[config.mk]
export PLATFORM = sky130hd
export DESIGN_NAME = multiplier_arbiter
export DESIGN_NICKNAME = d
export VERILOG_FILES = /design/src/rtl/multiplier_arbiter.sv
export SDC_FILE = /design/constraint.sdc
export NUM_CORES = 1
export LEC_CHECK = 0
export CORE_AREA = 10 10 105 107
export DETAILED_ROUTE_END_ITERATION = 16
export DIE_AREA = 0 0 115 117
export GPL_ROUTABILITY_DRIVEN = 0
export GPL_TIMING_DRIVEN = 0
export MAX_ROUTING_LAYER = met4
export PLACE_DENSITY = 0.79
export SETUP_SLACK_MARGIN = 0.4
export SLEW_MARGIN = 0
export SYNTH_ARGS = -nofsm -noshare
export SYNTH_HDL_FRONTEND = slang
export SYNTH_SLANG_ARGS = --single-unit
[constraint.sdc]
create_clock -name i_w_clk -period 6.15 [get_ports i_w_clk]
set_input_delay 0.615 -clock i_w_clk [delete_from_list [all_inputs] [get_ports i_w_clk]]
set_output_delay 0.615 -clock i_w_clk [all_outputs]
set_load 0.05 [all_outputs]
[src/rtl/multiplier_arbiter.sv]
// ---------------------------------------------------------------------------
// multiplier_arbiter
//
// Two requesters share one sequential shift-add multiplier. A three-state
// FSM (IDLE -> COMPUTE -> DONE) serves one request at a time. When both
// requesters ask in the same IDLE cycle, the one not served last wins.
//
// Timing for one operation (W = p_data_width):
//   cycle 0      IDLE, o_w_gntX high (combinational); operands are captured
//                on the closing edge
//   cycles 1..W  COMPUTE, one multiplier bit per cycle
//   cycle W+1    DONE, o_w_doneX high and o_w_outX holds the new product
//   cycle W+2    IDLE again; the next grant can happen here
//
// Ports
//   i_w_clk              clock; all state changes on the rising edge
//   i_w_reset            asynchronous, active-low reset
//   i_w_req0/1           request from requester 0/1
//   i_w_a0/1, i_w_b0/1   unsigned W-bit operands for each requester
//   o_w_gnt0/1           grant, combinational, high only in IDLE
//   o_w_done0/1          one-cycle completion pulse, registered
//   o_w_out0/1           last 2W-bit product for each requester, registered
//   o_w_busy             high in every state except IDLE, registered
//   o_w_owner            index of the requester being served, registered
// ---------------------------------------------------------------------------
module multiplier_arbiter #(
    parameter int p_data_width = 7
) (
    input  logic                        i_w_clk,
    input  logic                        i_w_reset,
    input  logic                        i_w_req0,
    input  logic [p_data_width-1:0]     i_w_a0,
    input  logic [p_data_width-1:0]     i_w_b0,
    input  logic                        i_w_req1,
    input  logic [p_data_width-1:0]     i_w_a1,
    input  logic [p_data_width-1:0]     i_w_b1,
    output logic                        o_w_gnt0,
    output logic                        o_w_gnt1,
    output logic                        o_w_done0,
    output logic                        o_w_done1,
    output logic [2*p_data_width-1:0]   o_w_out0,
    output logic [2*p_data_width-1:0]   o_w_out1,
    output logic                        o_w_busy,
    output logic                        o_w_owner
);

    localparam int W         = p_data_width;
    localparam int c_cnt_w   = (W > 1) ? $clog2(W) : 1;
    localparam logic [c_cnt_w-1:0] c_cnt_init = c_cnt_w'(W - 1);
    localparam logic [c_cnt_w-1:0] c_cnt_one  = c_cnt_w'(1);

    typedef enum logic [1:0] {
        S_IDLE    = 2'd0,
        S_COMPUTE = 2'd1,
        S_DONE    = 2'd2
    } t_state;

    t_state             r_state;
    logic [c_cnt_w-1:0] r_cnt;
    logic [2*W-1:0]     r_a;        // multiplicand, shifted left each step
    logic [W-1:0]       r_b;        // multiplier, shifted right each step
    logic [2*W-1:0]     r_acc;      // running partial product
    logic               r_owner;
    logic               r_busy;
    logic               r_last;     // requester served most recently

    logic               w_idle;
    logic               w_gnt0;
    logic               w_gnt1;
    logic               w_any_gnt;
    logic [W-1:0]       w_sel_a;
    logic [W-1:0]       w_sel_b;
    logic [2*W-1:0]     w_acc_next;
    logic               w_last_step;

    // -----------------------------------------------------------------------
    // Grant decode. Gated by reset so no grant appears while reset is held.
    // On a tie the requester other than r_last wins; r_last resets to 1 so
    // requester 0 wins the first tie.
    // -----------------------------------------------------------------------
    assign w_idle    = (r_state == S_IDLE) && i_w_reset;
    assign w_gnt0    = w_idle && i_w_req0 && (!i_w_req1 || r_last);
    assign w_gnt1    = w_idle && i_w_req1 && (!i_w_req0 || !r_last);
    assign w_any_gnt = w_gnt0 || w_gnt1;

    assign w_sel_a = w_gnt1 ? i_w_a1 : i_w_a0;
    assign w_sel_b = w_gnt1 ? i_w_b1 : i_w_b0;

    // One shift-add step: add the shifted multiplicand when the current
    // multiplier bit is set. Zero operands still take all W steps.
    assign w_acc_next  = r_acc + (r_b[0] ? r_a : '0);
    assign w_last_step = (r_state == S_COMPUTE) && (r_cnt == '0);

    // -----------------------------------------------------------------------
    // Main FSM and datapath
    // -----------------------------------------------------------------------
    always_ff @(posedge i_w_clk or negedge i_w_reset) begin
        if (!i_w_reset) begin
            r_state <= S_IDLE;
            r_cnt   <= '0;
            r_a     <= '0;
            r_b     <= '0;
            r_acc   <= '0;
            r_owner <= 1'b0;
            r_busy  <= 1'b0;
            r_last  <= 1'b1;
        end else begin
            case (r_state)
                S_IDLE: begin
                    if (w_any_gnt) begin
                        r_owner <= w_gnt1;
                        r_a     <= {{W{1'b0}}, w_sel_a};
                        r_b     <= w_sel_b;
                        r_acc   <= '0;
                        r_cnt   <= c_cnt_init;
                        r_busy  <= 1'b1;
                        r_state <= S_COMPUTE;
                    end
                end

                S_COMPUTE: begin
                    r_acc <= w_acc_next;
                    r_a   <= r_a << 1;
                    r_b   <= r_b >> 1;
                    if (r_cnt == '0) begin
                        r_state <= S_DONE;
                    end else begin
                        r_cnt <= r_cnt - c_cnt_one;
                    end
                end

                S_DONE: begin
                    // Pointer moves as DONE closes so the very next IDLE
                    // cycle already favours the other requester.
                    r_last  <= r_owner;
                    r_busy  <= 1'b0;
                    r_state <= S_IDLE;
                end

                default: begin
                    r_state <= S_IDLE;
                    r_busy  <= 1'b0;
                end
            endcase
        end
    end

    // -----------------------------------------------------------------------
    // Per-requester result registers. The product and done pulse are loaded
    // on the edge that closes the final COMPUTE step, so both are visible
    // throughout the DONE cycle. Only the owner's registers change.
    // -----------------------------------------------------------------------
    logic [2*W-1:0] w_out  [2];
    logic           w_done [2];

    genvar gi;
    generate
        for (gi = 0; gi < 2; gi++) begin : g_req
            logic [2*W-1:0] r_out;
            logic           r_done;
            logic           w_finish;

            assign w_finish = w_last_step && (r_owner == 1'(gi));

            always_ff @(posedge i_w_clk or negedge i_w_reset) begin
                if (!i_w_reset) begin
                    r_out  <= '0;
                    r_done <= 1'b0;
                end else begin
                    r_done <= w_finish;
                    if (w_finish) begin
                        r_out <= w_acc_next;
                    end
                end
            end

            assign w_out[gi]  = r_out;
            assign w_done[gi] = r_done;
        end
    endgenerate

    assign o_w_gnt0  = w_gnt0;
    assign o_w_gnt1  = w_gnt1;
    assign o_w_done0 = w_done[0];
    assign o_w_done1 = w_done[1];
    assign o_w_out0  = w_out[0];
    assign o_w_out1  = w_out[1];
    assign o_w_busy  = r_busy;
    assign o_w_owner = r_owner;

endmodule
# [Word-level counts from Yosys, hierarchy flattened]
# Cells that the tools add are included.
[totals] reg_bits=73 output_inout_bits=34
[classes] add_sub_neg=2 n_eq_ne=5 mux=17 bitwise=2 reduce_logical=22
[ops] operator="one-hot mux 14 bit (2 select lines)" count=2
[ops] operator="2-to-1 mux 14 bit" count=3
[ops] operator="2-to-1 mux 7 bit" count=3
[ops] operator="adder 14 bit" count=1
[ops] operator="one-hot mux 7 bit (2 select lines)" count=1
[ops] operator="logical AND 1 bit" count=8
[ops] operator="AND reduction 2 bit" count=4
[ops] operator="2-to-1 mux 3 bit" count=2
[ops] operator="one-hot mux 3 bit (2 select lines)" count=1
[ops] operator="2-to-1 mux 2 bit" count=2
[ops] operator="!= test 2 bit (second input constant)" count=2
[ops] operator="one-hot mux 2 bit (2 select lines)" count=1
[ops] operator="logical NOT 1 bit" count=3
[ops] operator="logical NOT 3 bit" count=1
[ops] operator="logical OR 1 bit" count=3
[ops] operator="AND reduction 3 bit" count=1
[ops] operator="subtractor 3 x 1 -> 3 bit (second input constant)" count=1
[ops] operator="== test 2 x 1 -> 1 bit (second input constant)" count=1
[ops] operator="== test 2 bit (second input constant)" count=1
[ops] operator="logical NOT 2 bit" count=1
[ops] operator="!= test 2 x 1 -> 1 bit (second input constant)" count=1
[ops] operator="inverter 1 bit" count=2
[ops] operator="one-hot mux 1 bit (2 select lines)" count=1
[ops] operator="nonzero test 2 bit" count=1
[ops] operator="2-to-1 mux 1 bit" count=1

# [Logic depth before layout (Yosys ltp)]
# Gate-level depths: netlist of run 1.
[logic_depth] depth_word=7 mapped_depth=10

# [Worst setup path before layout of run 1]
# No wires, ideal clock.
[synth_path] path_type="register to register" start="register r_b[0]" end="register g_req[0].r_out[10] (netlist: o_w_out0[10])" arrival_time_ns=2.165 required_time_ns=6.025 setup_slack_ns=3.860 path_stages_with_launch=11 path_buffers=1 period_less_slack_ns=2.290 cell_sequence="dfrtp_1 -> clkbuf_1 -> and2_1 -> ha_1 -> inv_1 -> fa_1 -> nand2b_1 -> a21oi_2 -> or3_1 -> o211ai_2 -> mux2_2"
[synth_between] elab_chain_cells=2
[synth_lines] item="start: declaration" line="61" rtl="logic [W-1:0] r_b;"
[synth_lines] item="start signal: assignment" line="113" rtl="r_b <= w_sel_b;"
[synth_lines] item="start signal: assignment" line="124" rtl="r_b <= r_b >> 1;"
[synth_lines] item="2-to-1 mux 14 bit" line="91" rtl="assign w_acc_next = r_acc + (r_b[0] ? r_a : '0);"
[synth_lines] item="adder 14 bit" line="91"
[synth_lines] item="end signal: assignment" line="172" rtl="r_out <= w_acc_next;"
[synth_lines] item="end: declaration" line="159" rtl="logic [2*W-1:0] r_out;"
# Every way passes these cells.
# A chain may end at the register's enable or synchronous reset.

# [Worst setup path in the final report of run 1]
[layout_path] start="input port i_w_reset" end="output port o_w_gnt1"
[layout_between] elab_chain_cells=3
[layout_lines] item="start: declaration" line="30" rtl="input logic i_w_reset,"
[layout_lines] item="logical AND 1 bit" line="81" rtl="assign w_idle = (r_state == S_IDLE) && i_w_reset;"
[layout_lines] item="logical AND 1 bit (2 in a row)" line="83" rtl="assign w_gnt1 = w_idle && i_w_req1 && (!i_w_req0 || !r_last);"
[layout_lines] item="end: declaration" line="38" rtl="output logic o_w_gnt1,"
# Every way passes these cells.

==> results of run 1 <==
## Yosys cell counts (all sizes together)
cell     count
a21oi       13
a31oi        2
o21a         4
o2111ai      2
clkinv       1
inv         12
nand4b       1
o21ai       31
o31ai        8
nor2b        2
o211a        1
a211o        4
a21o        13
dfrtp       72
dfstp        1
fa           1
o22a         1
clkbuf       8
buf         13
nand3       24
xnor2        3
mux2i       14
or3          4
a22o        12
and3         5
nand2b       7
a211oi      13
ha          15
and4bb       1
nand4        4
o311a        3
nand2       45
nor3         5
and2        12
xor2         3
mux2         9
o211ai       3
nor2        22
nor3b        1
## area by class of cell
| class | count | share of cell area, % |
|---|---|---|
| sequential | 73 | 37.0 |
| inverter | 13 | 1.01 |
| timing repair buffer | 66 | 13.7 |
| clock inverter | 6 | 1.39 |
| clock buffer | 10 | 2.59 |
| tap | 111 | 2.81 |
| multi-input combinational | 288 | 39.3 |
| buffer | 21 | 2.16 |
## registers in the layout (all words and copies together), names as in the netlist
signal / flops
o_w_busy: 1
o_w_done0: 1
o_w_done1: 1
o_w_out0: 14
o_w_out1: 14
o_w_owner: 1
r_a: 14
r_acc: 14
r_b: 7
r_cnt: 3
r_last: 1
r_state: 2
## worst register-to-register path, cell delays in order, from the launching register on
cell and delay, ns:
dfrtp_1 0.44, clkbuf_1 0.34, and2_1 0.19, ha_1 0.16
inv_1 0.06, fa_1 0.41, nand2b_1 0.21, a21oi_2 0.27
or3_1 0.20, o211ai_2 0.12, mux2_2 0.29
## per-stage QoR
stage / total power [mW] / cell area (sq um) / util (%) / setup WS [ns]
global route: 3.04 / 4930 / 54.7 / 2.73
global placement: 2.40 / 4710 / 52.2 / 0.238
detailed placement: 2.46 / 4740 / 52.5 / 2.84
CTS: 2.85 / 4930 / 54.7 / 2.84
floorplan: 1.97 / 3920 / - / 3.86
finish: 2.84 / 4930 / 54.7 / 2.87
## cell families after synthesis
group                      share of synthesized area (%)
and+or+nand+nor                                     16.8
AOI/OAI and AO/OA                                   19.9
DFF                                                 46.6
buffers and inverters                               3.99
muxes                                               6.15
adders and majority gates                           5.29
xor gates and xnor gates                            1.34
## worst paths after layout
kind	startpoint	end	cells after the start
max	i_w_reset	o_w_gnt1	7
min	i_w_reset	r_acc[4]	2
max reg2reg	r_b[0]	o_w_out0[10]	10
min reg2reg	o_w_out1[0]	o_w_out1[0]	2
max in group asynchronous	i_w_reset	r_last	2
min in group i_w_clk	o_w_out1[0]	o_w_out1[0]	2
## cell usage in the layout, fill, tap and decap left out, types with 4 or more instances in the layout
master           Yosys  routed
or3_1                4       4
dfrtp_1             72      72
mux2i_1             14      14
inv_1               12      12
buf_2                7       7
and3_1               5       5
nor3_1               5       5
mux2_2               9       9
o21a_1               4       4
ha_1                15      15
clkdlybuf4s50_1      0      64
nand2b_1             7       7
clkbuf_8             0       9
nor2_1              22      22
a21o_1              13      13
clkbuf_1             8       9
nand4_1              4       4
a211o_1              4       4
a22o_1              12      12
o21ai_0             28      28
buf_4                3       4
nand3_1             23      23
a21oi_1             10      10
and2_1              12      12
a211oi_1            13      13
o31ai_1              8       8
nand2_1             44      44
## report_power, final
part	internal (mW)	total (mW)	switching, mW
sequential	0.698	0.838	0.140
clock	0.189	0.382	0.193
combinational	0.603	1.62	1.01
## routing by layer
layer  up-vias  global-route usage [%]
li1       1579                       -
met1      1601                    18.0
met2        90                    24.6
met3        21                    4.59
met4         0                    5.45
met5         -                       -
==> impl_results.md, run 1 <==
* R2R Setup Slk at between 3 and 4 ns
* Avg WL per Cell at approximately 17 um
* FF+latch area at 0.00183 sq mm
* Final min period at ~3.3 ns
* Chip width at ~120 um
* Synth top area share at 45.9%
* Avg Cell Area, Syn at slightly below 10 sq um
* Crit-path slowest cell: clkdlybuf4s50_1
* Post-synthesis sequential area ratio at between 40% and 50%
* Layout area overhead at 25.8%
* Number of DRC markers in iteration 0 at between 100 and 150
* Antenna diodes at 0
* Post-CTS Setup Inserts at 0
* Max stage delay on crit path at 0.80 ns
* Nets at 520
* Post-synth cell types at 48
* CTS H-tree depth at 3
* Clock Latency Late Sink at between 0.3 and 0.4 ns
* DRC errors left at 0
* Pin count of the biggest net entering global routing at 76
* Cts hold-fix bufs at 0
* Status: complete, no violations
* Setup CP Type: in -> out
* Starting density of the core at 43.5%
* Total GRT Usage at 15.3%
* DR vias/cell at roughly 5.6
* Final hold violations at 0
* DRT Pass-1 Iters at 4
* Die area at about 0.013 sq mm
* Setup TNS at 0 ns
* Top sig layer: met4
* CTS max path bufs at 2
* Slew headroom at between 50% and 60%
* Synthesized net count at ~440
* Achievable Freq at 0.305 GHz
* P_leak at around 2.3 nW
* CP Capture Type: output port
* Startpoint Class: primary input
* Cts repair resizes at 0
* Pins over their slew limit at 0
* Clock skew at roughly 0.015 ns
* Post-DP HPWL at between 7000 and 8000 um
* Critical Path AT at around 2.7 ns
* Worst hold slack at about 0.26 ns
* Actual slew at the worst max-slew pin at approximately 0.72 ns
* Power per cell area at around 570 mW/mm^2
* CP delay by family, top: buffers and inverters
* IO Pins at between 60 and 70
* Routed wire length at about 9800 um
* Vias at roughly 3300
* Post-route ant nets at 0
* # port buffers at 65
* CP cell instances: buf_4, buf_16, nor3b_2, nand3_4, buf_6, inv_1, clkdlybuf4s50_1
* CTS tree: built
* Worst vdd ir at about 0.00021 V
* Antenna violations before repair at 0
* Critical path data required time at 5.53 ns
* Die Y at about 120 um
* Met3 wire length at 641 um
* Post-synthesis cell count at between 300 and 400
* Vias in the first global route at around 3400
* Metal2 WL at ~4700 um
* Hold WC Path Type: in -> async
* Fill count at approximately 800
* Synth top area cells: dfrtp_1 (46%), ha_1 (4.8%), nand2_1 (4.2%)
* Cell taking the most area after synthesis: dfrtp_1
* Core area at around 0.009 sq mm
* Final Setup Violations at 0
* Clock Tree Root: clkbuf_8
* Tcrit/Tclk final at approximately 53%
* Buf+Inv Stages, Crit Path at 5
* Cell area after technology mapping at about 0.004 sq mm
* Clock transition at path regs at 0.08 ns
* First-pass GRT wire length at 16100 um
* Multi-input logic area at around 0.0019 sq mm
* Seq cells post-synth at between 70 and 80
* CP max FO at between 70 and 80
* CTS Buf Count at 9
* RSZ-0062 raised after global routing: false
* # rows at 35
* Finished Layout Cells at about 590
* DP Cell Count at 572
* CTS Sinks at 73
* Synth warn at 0
* DRT met1 WL at 4310 um
* Max cap viols at 0
* GRT overflow at 0
* Share of layout cells above drive strength 1 at 10.1%
No activity file was read; power rests on OpenSTA's default activity.
==> run 2, diff against run 1 <==
--- a/config.mk
+++ b/config.mk
@@ -11,7 +11,7 @@
 export GPL_ROUTABILITY_DRIVEN = 0
 export GPL_TIMING_DRIVEN = 0
 export MAX_ROUTING_LAYER = met4
-export PLACE_DENSITY = 0.79
+export PLACE_DENSITY = 0.82
 export SETUP_SLACK_MARGIN = 0.4
 export SLEW_MARGIN = 0
 export SYNTH_ARGS = -nofsm -noshare
==> constraint.sdc (replaced) <==
create_clock -name i_w_clk -period 2.94 [get_ports i_w_clk]
set_input_delay 0.294 -clock i_w_clk [delete_from_list [all_inputs] [get_ports i_w_clk]]
set_output_delay 0.294 -clock i_w_clk [all_outputs]
set_load 0.05 [all_outputs]
==> impl_results.md, run 2 (same netlist as run 1, synthesis figures left out) <==
* Finished Layout Cells at 592 (+0.68%)
* CP delay by family, top: adder cells
* Critical Path AT at 2.66 ns (about the same)
* Buf+Inv Stages, Crit Path at 2 (-3)
* Actual slew at the worst max-slew pin at 0.743 ns (+0.0202 ns)
* Pins over their slew limit at 0 (unchanged)
* Final min period at between 2 and 2.5 ns
* Power per cell area at 1210 mW/mm^2 (+110%)
* Clock Latency Late Sink at 0.36 ns (about the same)
* CTS tree: built
* Share of layout cells above drive strength 1 at 11.2% (+1.2 points)
* Vias at 3355 (+1.9%)
* Die area at 0.0135 sq mm (unchanged)
* Nets at 524 (+0.77%)
* P_leak at 2.39 nW (+2.8%)
* Routed wire length at 10200 um (+3.4%)
* DRC errors left at 0 (unchanged)
* Chip width at 115 um (unchanged)
* Antenna diodes at 0 (unchanged)
* # port buffers at 65 (unchanged)
* Hold WC Path Type: in -> async
* Multi-input logic area at 0.00195 sq mm (+0.77%)
* Max cap viols at 0 (unchanged)
* Worst vdd ir at 0.000400 V (+95%)
* Number of DRC markers in iteration 0 at 227 (+55%)
* Clock Tree Root: clkbuf_8
* DR vias/cell at 5.67 (+1.3%)
* CP Capture Type: register
* GRT overflow at 0 (unchanged)
* Critical path data required time at 3.18 ns (-2.35 ns)
* CP Depth at 10 (+3)
* Status: complete, no violations
* CTS H-tree depth at 3 (unchanged)
* Worst hold slack at 0.0607 ns (-0.198 ns)
* Post-route ant nets at 0 (unchanged)
* Crit-path slowest cell: fa_1
* Setup CP Type: reg -> reg
* Pwr Total at 6.08 mW (+110%)
* Most common cell after layout, fill and taps aside: dfrtp_1
* Post-layout util at 55.8% (+1.1 points)
* Clock transition at path regs at 0.08 ns (about the same)
* Achievable Freq at 0.412 GHz
* Total GRT Usage at 16.2% (+0.84 points)
* Max stage delay on crit path at 0.42 ns (-0.38 ns)
* Post-DP HPWL at 7530 um (+2.6%)
* Slew headroom at 50.2% (-1.4 points)
* Core area at 0.00902 sq mm (unchanged)
* CTS Sinks at 73 (unchanged)
* CTS max path bufs at 2 (unchanged)
* First-pass GRT wire length at 17000 um (+5.7%)
* Setup TNS at 0 ns (unchanged)
* Layout area overhead at 28.3%
* Final hold violations at 0 (unchanged)
* DRT Pass-1 Iters at 4 (unchanged)
* Clock skew at 0.0150 ns (+0.000371 ns)
* Pin count of the biggest net entering global routing at 73 (-3.9%)
* Antenna violations before repair at 0 (unchanged)
* Most frequent cells in the layout: dfrtp_1 (71), clkdlybuf4s50_1 (62), nand2_1 (44)
* CP cell instances: buf_4, and2_1, ha_1, inv_1, fa_1, nand2b_4, a21oi_4, or3_1, o211ai_2, mux2_2
* Crit path launch: r_b[0]
* Tcrit/Tclk final at between 80% and 90%
* RSZ-0062 raised after global routing: false
* Startpoint Class: register
* R2R depth at 10 (unchanged)
* CP max FO at 10 (-87%)
* Fill count at 797 (-0.25%)
* # rows at 35 (unchanged)
* Die Y at 117 um (unchanged)
* Starting density of the core at 43.5% (unchanged)
* IO Pins at 66 (unchanged)
* FF+latch area at 0.00183 sq mm (about the same)
* Vias in the first global route at 3474 (+3.3%)
* DP Cell Count at 572 (unchanged)
* Worst R2R Start: r_b[0]
* Final Setup Violations at 0 (unchanged)
* CTS Buf Count at 9 (unchanged)
* Avg WL per Cell at 17.2 um (+2.7%)
## run 2: where the power goes
group | internal, mW | switching [mW]
registers | 1.46 | 0.290
clock network | 0.483 | 0.406
logic | 1.29 | 2.15
total | 3.23 | 2.85
## run 2: through the flow
step,instance area [sq um],setup WS [ns]
after floorplan,3920,0.650
after global placement,4710,-2.34
after detailed placement,4740,0.195
after CTS,5010,0.419
after global routing,5030,0.408
final,5030,0.514
## run 2: layer usage
| layer | track usage, % | wire (um) | vias up |
|---|---|---|---|
| li1 | - | - | 1584 |
| met1 | 19.0 | 4440 | 1656 |
| met2 | 26.6 | 5050 | 97 |
| met3 | 4.08 | 484 | 18 |
| met4 | 5.36 | 197 | 0 |
| met5 | - | 0 | - |
## run 2: final timing paths
kind | endpoint | slack (ns)
max in group asynchronous | r_last | 2.30
min reg2reg | o_w_out1[0] | 0.48
min | r_b[5] | 0.06
max | o_w_out1[10] | 0.51
max reg2reg | o_w_out1[10] | 0.51
min in group i_w_clk | o_w_out1[0] | 0.48
## run 2: cell type report
| class | count | area share [%] |
|---|---|---|
| Multi-Input combinational cell | 288 | 38.8 |
| Buffer | 21 | 2.19 |
| Inverter | 13 | 0.994 |
| Timing Repair Buffer | 70 | 14.5 |
| Sequential cell | 73 | 36.3 |
| Clock buffer | 10 | 2.54 |
| Tap cell | 111 | 2.76 |
| Clock inverter | 6 | 1.84 |
## run 2: tightest hold or removal path, cell delays in order
cell	delay [ns]
buf_4	0.10
buf_16	0.11
buf_16	0.31
## run 2: what timing repair did
item | in CTS | in global routing
pin swaps | 0 | 1
endpoints found under the setup margin | 13 | 16
resized for setup | 4 | 5
hold buffers | 2 | 0
hold endpoints to repair | 72 | 0
setup buffers | 0 | 2
==> run 3, diff against run 2 <==
--- a/config.mk
+++ b/config.mk
@@ -11,7 +11,7 @@
 export GPL_ROUTABILITY_DRIVEN = 0
 export GPL_TIMING_DRIVEN = 0
 export MAX_ROUTING_LAYER = met4
-export PLACE_DENSITY = 0.82
+export PLACE_DENSITY = 0.79
 export SETUP_SLACK_MARGIN = 0.4
 export SLEW_MARGIN = 0
 export SYNTH_ARGS = -nofsm -noshare
==> constraint.sdc (replaced) <==
create_clock -name i_w_clk -period 2.4 [get_ports i_w_clk]
set_input_delay 0.24 -clock i_w_clk [delete_from_list [all_inputs] [get_ports i_w_clk]]
set_output_delay 0.24 -clock i_w_clk [all_outputs]
set_load 0.05 [all_outputs]
==> impl_results.md, run 3 (same netlist as run 1, synthesis figures left out) <==
* Startpoint Class: register
* IO Pins at 66 (unchanged)
* Reg power frac at 24.1% (-4.7 points)
* Most common cell after layout, fill and taps aside: dfrtp_1
* Worst hold slack at -0.110 ns (-0.171 ns)
* Setup CP Type: reg -> reg
* Number of DRC markers in iteration 0 at 279 (+23%)
* Final hold violations at 72 (+72)
* Share of layout cells above drive strength 1 at 29.2% (+18 points)
* Status: finished with violations
* Clock skew at 0.0157 ns (+0.000781 ns)
* RSZ-0062 raised after global routing: true
* Avg WL per Cell at 20.6 um (+20%)
* Clock transition at path regs at 0.09 ns (about the same)
* Clock Tree Root: clkbuf_8
* Crit-path slowest cell: dfrtp_1
* DRC errors left at 0 (unchanged)
* Buf+Inv Stages, Crit Path at 2 (unchanged)
* CP cell instances: clkbuf_8, and2_4, ha_4, inv_2, fa_2, nand2b_4, a21oi_4, or3_4, o211ai_4, mux2_4
* CP delay by family, top: simple AND/OR/NAND/NOR gates
* CTS tree: built
* Most frequent cells in the layout: dfrtp_1 (70), clkdlybuf4s50_1 (62), nand2_1 (39)
* Post-DP HPWL at 7580 um (+0.64%)
* Gate power share at 63.0% (+6.4 points)
* Switch share at 46.4% (-0.47 points)
* Core area at 0.00902 sq mm (unchanged)
* Actual slew at the worst max-slew pin at 0.574 ns (-0.169 ns)
* Power Internal at 4.94 mW (+53%)
* P_leak at 2.61 nW (+9.3%)
* Nets at 550 (+5.0%)
* Routed wire length at 12800 um (+25%)
* Worst vdd ir at 0.000521 V (+30%)
* Fill count at 653 (-18%)
* # port buffers at 65 (unchanged)
* Die Y at 117 um (unchanged)
* Die area at 0.0135 sq mm (unchanged)
* First-pass GRT wire length at 19200 um (+13%)
* GRT overflow at 0 (unchanged)
* Setup TNS at 0 ns (unchanged)
* CTS H-tree depth at 3 (unchanged)
* Critical path data required time at 2.65 ns (-0.53 ns)
* Power per cell area at 1580 mW/mm^2 (+31%)
* Vias in the first global route at 3844 (+11%)
* Clock power frac at 13.0% (-1.6 points)
* CTS Sinks at 73 (unchanged)
* Multi-input logic area at 0.00247 sq mm (+27%)
* Achievable Freq at 0.421 GHz (+2.2%)
* CTS Buf Count at 9 (unchanged)
* Pins over their slew limit at 0 (unchanged)
* Total GRT Usage at 18.1% (+1.9 points)
* FF+latch area at 0.00183 sq mm (about the same)
* Final Setup Violations at 0 (unchanged)
* CP max FO at 5 (-5)
* Post-layout util at 64.5% (+8.7 points)
* Starting density of the core at 43.5% (unchanged)
* Switching pwr at 4.27 mW (+50%)
* DR vias/cell at 5.93 (+4.6%)
* Post-route ant nets at 0 (unchanged)
* CTS max path bufs at 2 (unchanged)
* Clock Latency Late Sink at 0.36 ns (about the same)
* Pwr Total at 9.21 mW (+51%)
* CP Capture Type: register
* DRT Pass-1 Iters at 6 (+2)
* Failing checks: negative hold slack
* Layout area overhead at 48.3%
* Chip width at 115 um (unchanged)
* Final min period at 2.37 ns (-0.0515 ns)
* Antenna diodes at 0 (unchanged)
* Vias at 3662 (+9.2%)
* Max stage delay on crit path at 0.40 ns (-0.02 ns)
* Max cap viols at 0 (unchanged)
* R2R Setup Slk at 0.03 ns (-0.49 ns)
* Pin count of the biggest net entering global routing at 76 (+4.1%)
* Critical Path AT at 2.62 ns (-0.04 ns)
* Slew headroom at 61.8% (+12 points)
* Hold WC Path Type: in -> async
* Antenna violations before repair at 0 (unchanged)
* Tcrit/Tclk final at 98.9% (+16 points)
* # rows at 35 (unchanged)
[run 3: changes by cell type in the layout (fill, tap and decap cells not counted), sizes merged]
| cell | delta |
|---|---|
| buf | +27 |
| clkbuf | +2 |
| clkinv | +2 |
| clkinvlp | -2 |
| bufinv | +1 |
| clkdlybuf4s15 | -1 |
| dlygate4sd3 | -1 |
| dlymetal6s2s | -1 |
| inv | -1 |
[run 3: final cells by class]
type / count / area share (%)
clock buffers: 10 / 2.19
flip-flops and latches: 73 / 31.4
clock inverters: 6 / 2.00
inverters: 13 / 0.860
plain buffers: 21 / 2.41
multi-input cells: 288 / 42.5
repair buffers: 96 / 16.2
well taps: 111 / 2.39
[run 3: path summary, 6_finish.rpt]
kind / cells past startpoint / from / to
setup reg to reg: 10 / r_b[0] / o_w_out0[10]
setup / recovery: 10 / r_b[0] / o_w_out0[10]
hold / removal: 2 / i_w_reset / r_cnt[0]
hold reg to reg: 1 / r_b[1] / r_b[1]
max in group asynchronous: 2 / i_w_reset / r_acc[11]
min in group i_w_clk: 1 / r_b[1] / r_b[1]
[run 3: metal layers]
metal / vias to the layer above / wire, um / track usage (%)
li1: 1640 / - / -
met4: 0 / 514 / 9.16
met2: 195 / 6450 / 30.0
met1: 1783 / 4980 / 20.0
met5: - / 0 / -
met3: 44 / 808 / 4.23
[run 3: power groups by stage]
stage / sequential (mW) / clock (mW) / combinational, mW
floorplan: 2.88 / 0 / 2.23
global placement: 2.15 / 0 / 4.08
detailed placement: 2.18 / 0 / 4.21
CTS: 2.18 / 1.20 / 5.00
global route: 2.27 / 1.26 / 6.15
finish: 2.22 / 1.20 / 5.80
[run 3: what timing repair did]
action | CTS | global route
resized for setup | 81 | 53
endpoints found under the hold margin | 72 | 72
pin swaps | 24 | 30
cloned | 1 | 0
setup endpoints to repair | 34 | 33
buffers inserted | 18 | 11
[run 3: metrics by stage]
step / cells / instance area (sq um) / setup slack [ns]
floorplan: 395 / 3960 / 0.276
finish: 618 / 5820 / 0.0253
global placement: 571 / 4750 / -2.77
CTS: 607 / 5500 / 0.190
detailed placement: 572 / 4780 / -0.174
global route: 618 / 5820 / -0.0196
==> RTL edit (flow settings as in run 3) <==
Change the parameter `p_data_width` from 7 to 8.
--- a/src/rtl/multiplier_arbiter.sv
+++ b/src/rtl/multiplier_arbiter.sv
@@ -25,5 +25,5 @@
 // ---------------------------------------------------------------------------
 module multiplier_arbiter #(
-    parameter int p_data_width = 7
+    parameter int p_data_width = 8
 ) (
     input  logic                        i_w_clk,
Interface: changed (6 resized); port bits go from 66 to 74. No check against the original RTL was run, so the function may have changed too.
==> RTL edit against run 3 <==
  * The run ends with DRC, hold timing, setup timing left
  * Power is 6.3% lower
  * Clock skew is 0.0050 ns lower
  * Sequential cell count is 9 higher
  * Cell area is 16% higher
  * Synthesized cell count is 7.6% higher
  * Wire length is 30% higher
  * Area after synthesis is 8.1% higher
  * Worst setup slack worse by 0.15 ns
  * First-iteration DRC count is 49% higher
  * Global-route usage is 4.4 points higher
  * Critical endpoint is now r_acc[14]
==> RTL edit: results (changes against run 3) <==
Outcome
  – Outcome: complete, but fails checks
  – Failing checks: DRC, hold timing, setup timing

Timing
  – Final Hold Vio Count: 37 (-49%)
  – Worst hold slack: -0.0156 ns (+0.0944 ns)
  – Final Skew: 0.0107 ns (-0.00503 ns)
  – Final setup viols: 18 (+18)
  – Final worst slack: -0.123 ns (-0.148 ns)
  – Worst Tran Pin Value: 0.998 ns (+0.424 ns)

Worst setup path
  – Critical Path AT: 2.80 ns (+0.18 ns)
  – CP max FO: 8 (+3)
  – CP max stage delay: 0.50 ns (+0.10 ns)
  – CP endpoint: r_acc[14]
  – Slowest-stage cell, CP: dfrtp_2

GRT
  – Overall Global Routing Usage: 22.5% (+4.4 points)
  – First-pass GRT wire length: 23.1 mm (+20%)
  – Largest net degree at the start of global routing: 39 (-49%)
  – Number of global-route vias before repair: 4395 (+14%)

Synthesis
  – Area contributors post-synth: dfrtp_1, ha_1, nand2_1
  – Synth Register Bits: 82 (+12%)
  – Synthesized area per cell: 9.98 um2 (+0.44%)
  – Post-synthesis adder-cell area fraction: 5.49% (+0.19 points)
  – Compound-Gate Fraction of Synth Area: 20.6% (+0.70 points)
  – Distinct cells, synth: 52 (+8.3%)
  – Synth top cells by count: dfrtp_1, nand2_1, o21ai_0
  – Syn_nets: 479 (+8.1%)
  – Multiplexer share of the synthesized area: 4.90% (-1.3 points)
  – Post-Synth XOR/XNOR Area: 2.27% (+0.93 points)

Cells and area
  – Nets: 626 (+14%)
  – Share of cells above drive strength 1: 35.6% (+6.4 points)
  – Clk cell area share: 3.08% (-1.1 points)
  – # fillers: 549 (-16%)
  – Data buffer area share: 22.0% (+3.3 points)
  – Fraction of area in multi-input gates: 41.4% (-1.1 points)
  – Multi-input combinational cell count: 307 (+6.6%)
  – Storage element area: 2050 um2 (+12%)
  – Inverters: 15 (+2)

Route
  – Post-route DRC: 1 (+1)
  – Pre-Repair DR Iteration Count: 12 (+6)
  – WL final: 16.5 mm (+30%)
  – Initial DRC count: 416 (+49%)

Placed design
  – Pre-CTS setup slack: -0.547 ns (-0.373 ns)
  – Placed cell area: 5180 um2 (+8.4%)
  – Dpl hpwl: 8.60 mm (+13%)
  – Placed insts: 610 (+6.6%)

Clocking
  – Skew-Pair Late Insertion Delay: 0.38 ns (+0.02 ns)

Pwr
  – VDD IR max: 0.000571 V (+9.6%)
RTL edit: changes by cell type after synthesis, moves of 4 or more:
cell / delta
and2_1: +7
a31o_2: +5
dfrtp_1: +9
nand2_1: +8
o31ai_1: -4
nand3_1: -8
and3_1: -5
buf_2: -6
nand2b_1: -6
a21oi_1: +12
clkbuf_1: +9
RTL edit: layer usage:
metal | vias to the layer above | track usage [%] | part of all wire (%) | routed length, um
li1 | 1826 | - | - | -
met1 | 2138 | 23.9 | 36 | 5880
met2 | 316 | 36.4 | 48 | 7930
met3 | 100 | 6.22 | 9.6 | 1580
met4 | 0 | 14.4 | 6.9 | 1140
met5 | - | - | 0 | 0
RTL edit: worst min-delay path by stage:
stage / endpoint / slack, ns / cells after the start
after floorplan: o_w_busy / -0.06 / 0
after global placement: r_cnt[0] / 0.46 / 1
after detailed placement: o_w_out1[8] / 0.09 / 1
after CTS: o_w_out1[8] / -0.29 / 1
after global routing: r_a[10] / 0.001 / 2
final: o_w_out1[5] / -0.02 / 2
RTL edit: worst register-to-register path, cell delays in order (launching register included):
cell      delay [ns]
dfrtp_2         0.50
buf_8           0.16
and2_4          0.16
ha_4            0.28
buf_8           0.11
nand4_1         0.15
buf_4           0.20
o221ai_4        0.22
nand3_2         0.15
a31o_4          0.27
a32o_1          0.24
RTL edit: repair_timing:
item,in CTS,in global routing
pin swaps,20,34
setup buffers,31,25
resized for setup,106,98
gates cloned,2,0
setup endpoints to repair,47,55
endpoints found under the hold margin,44,27
RTL edit: power by group:
part | internal [uW] | switching (uW) | total (uW)
Combinational | 2150 | 3010 | 5160
Sequential | 1920 | 447 | 2360
Clock | 579 | 534 | 1110
Total | 4640 | 3990 | 8630
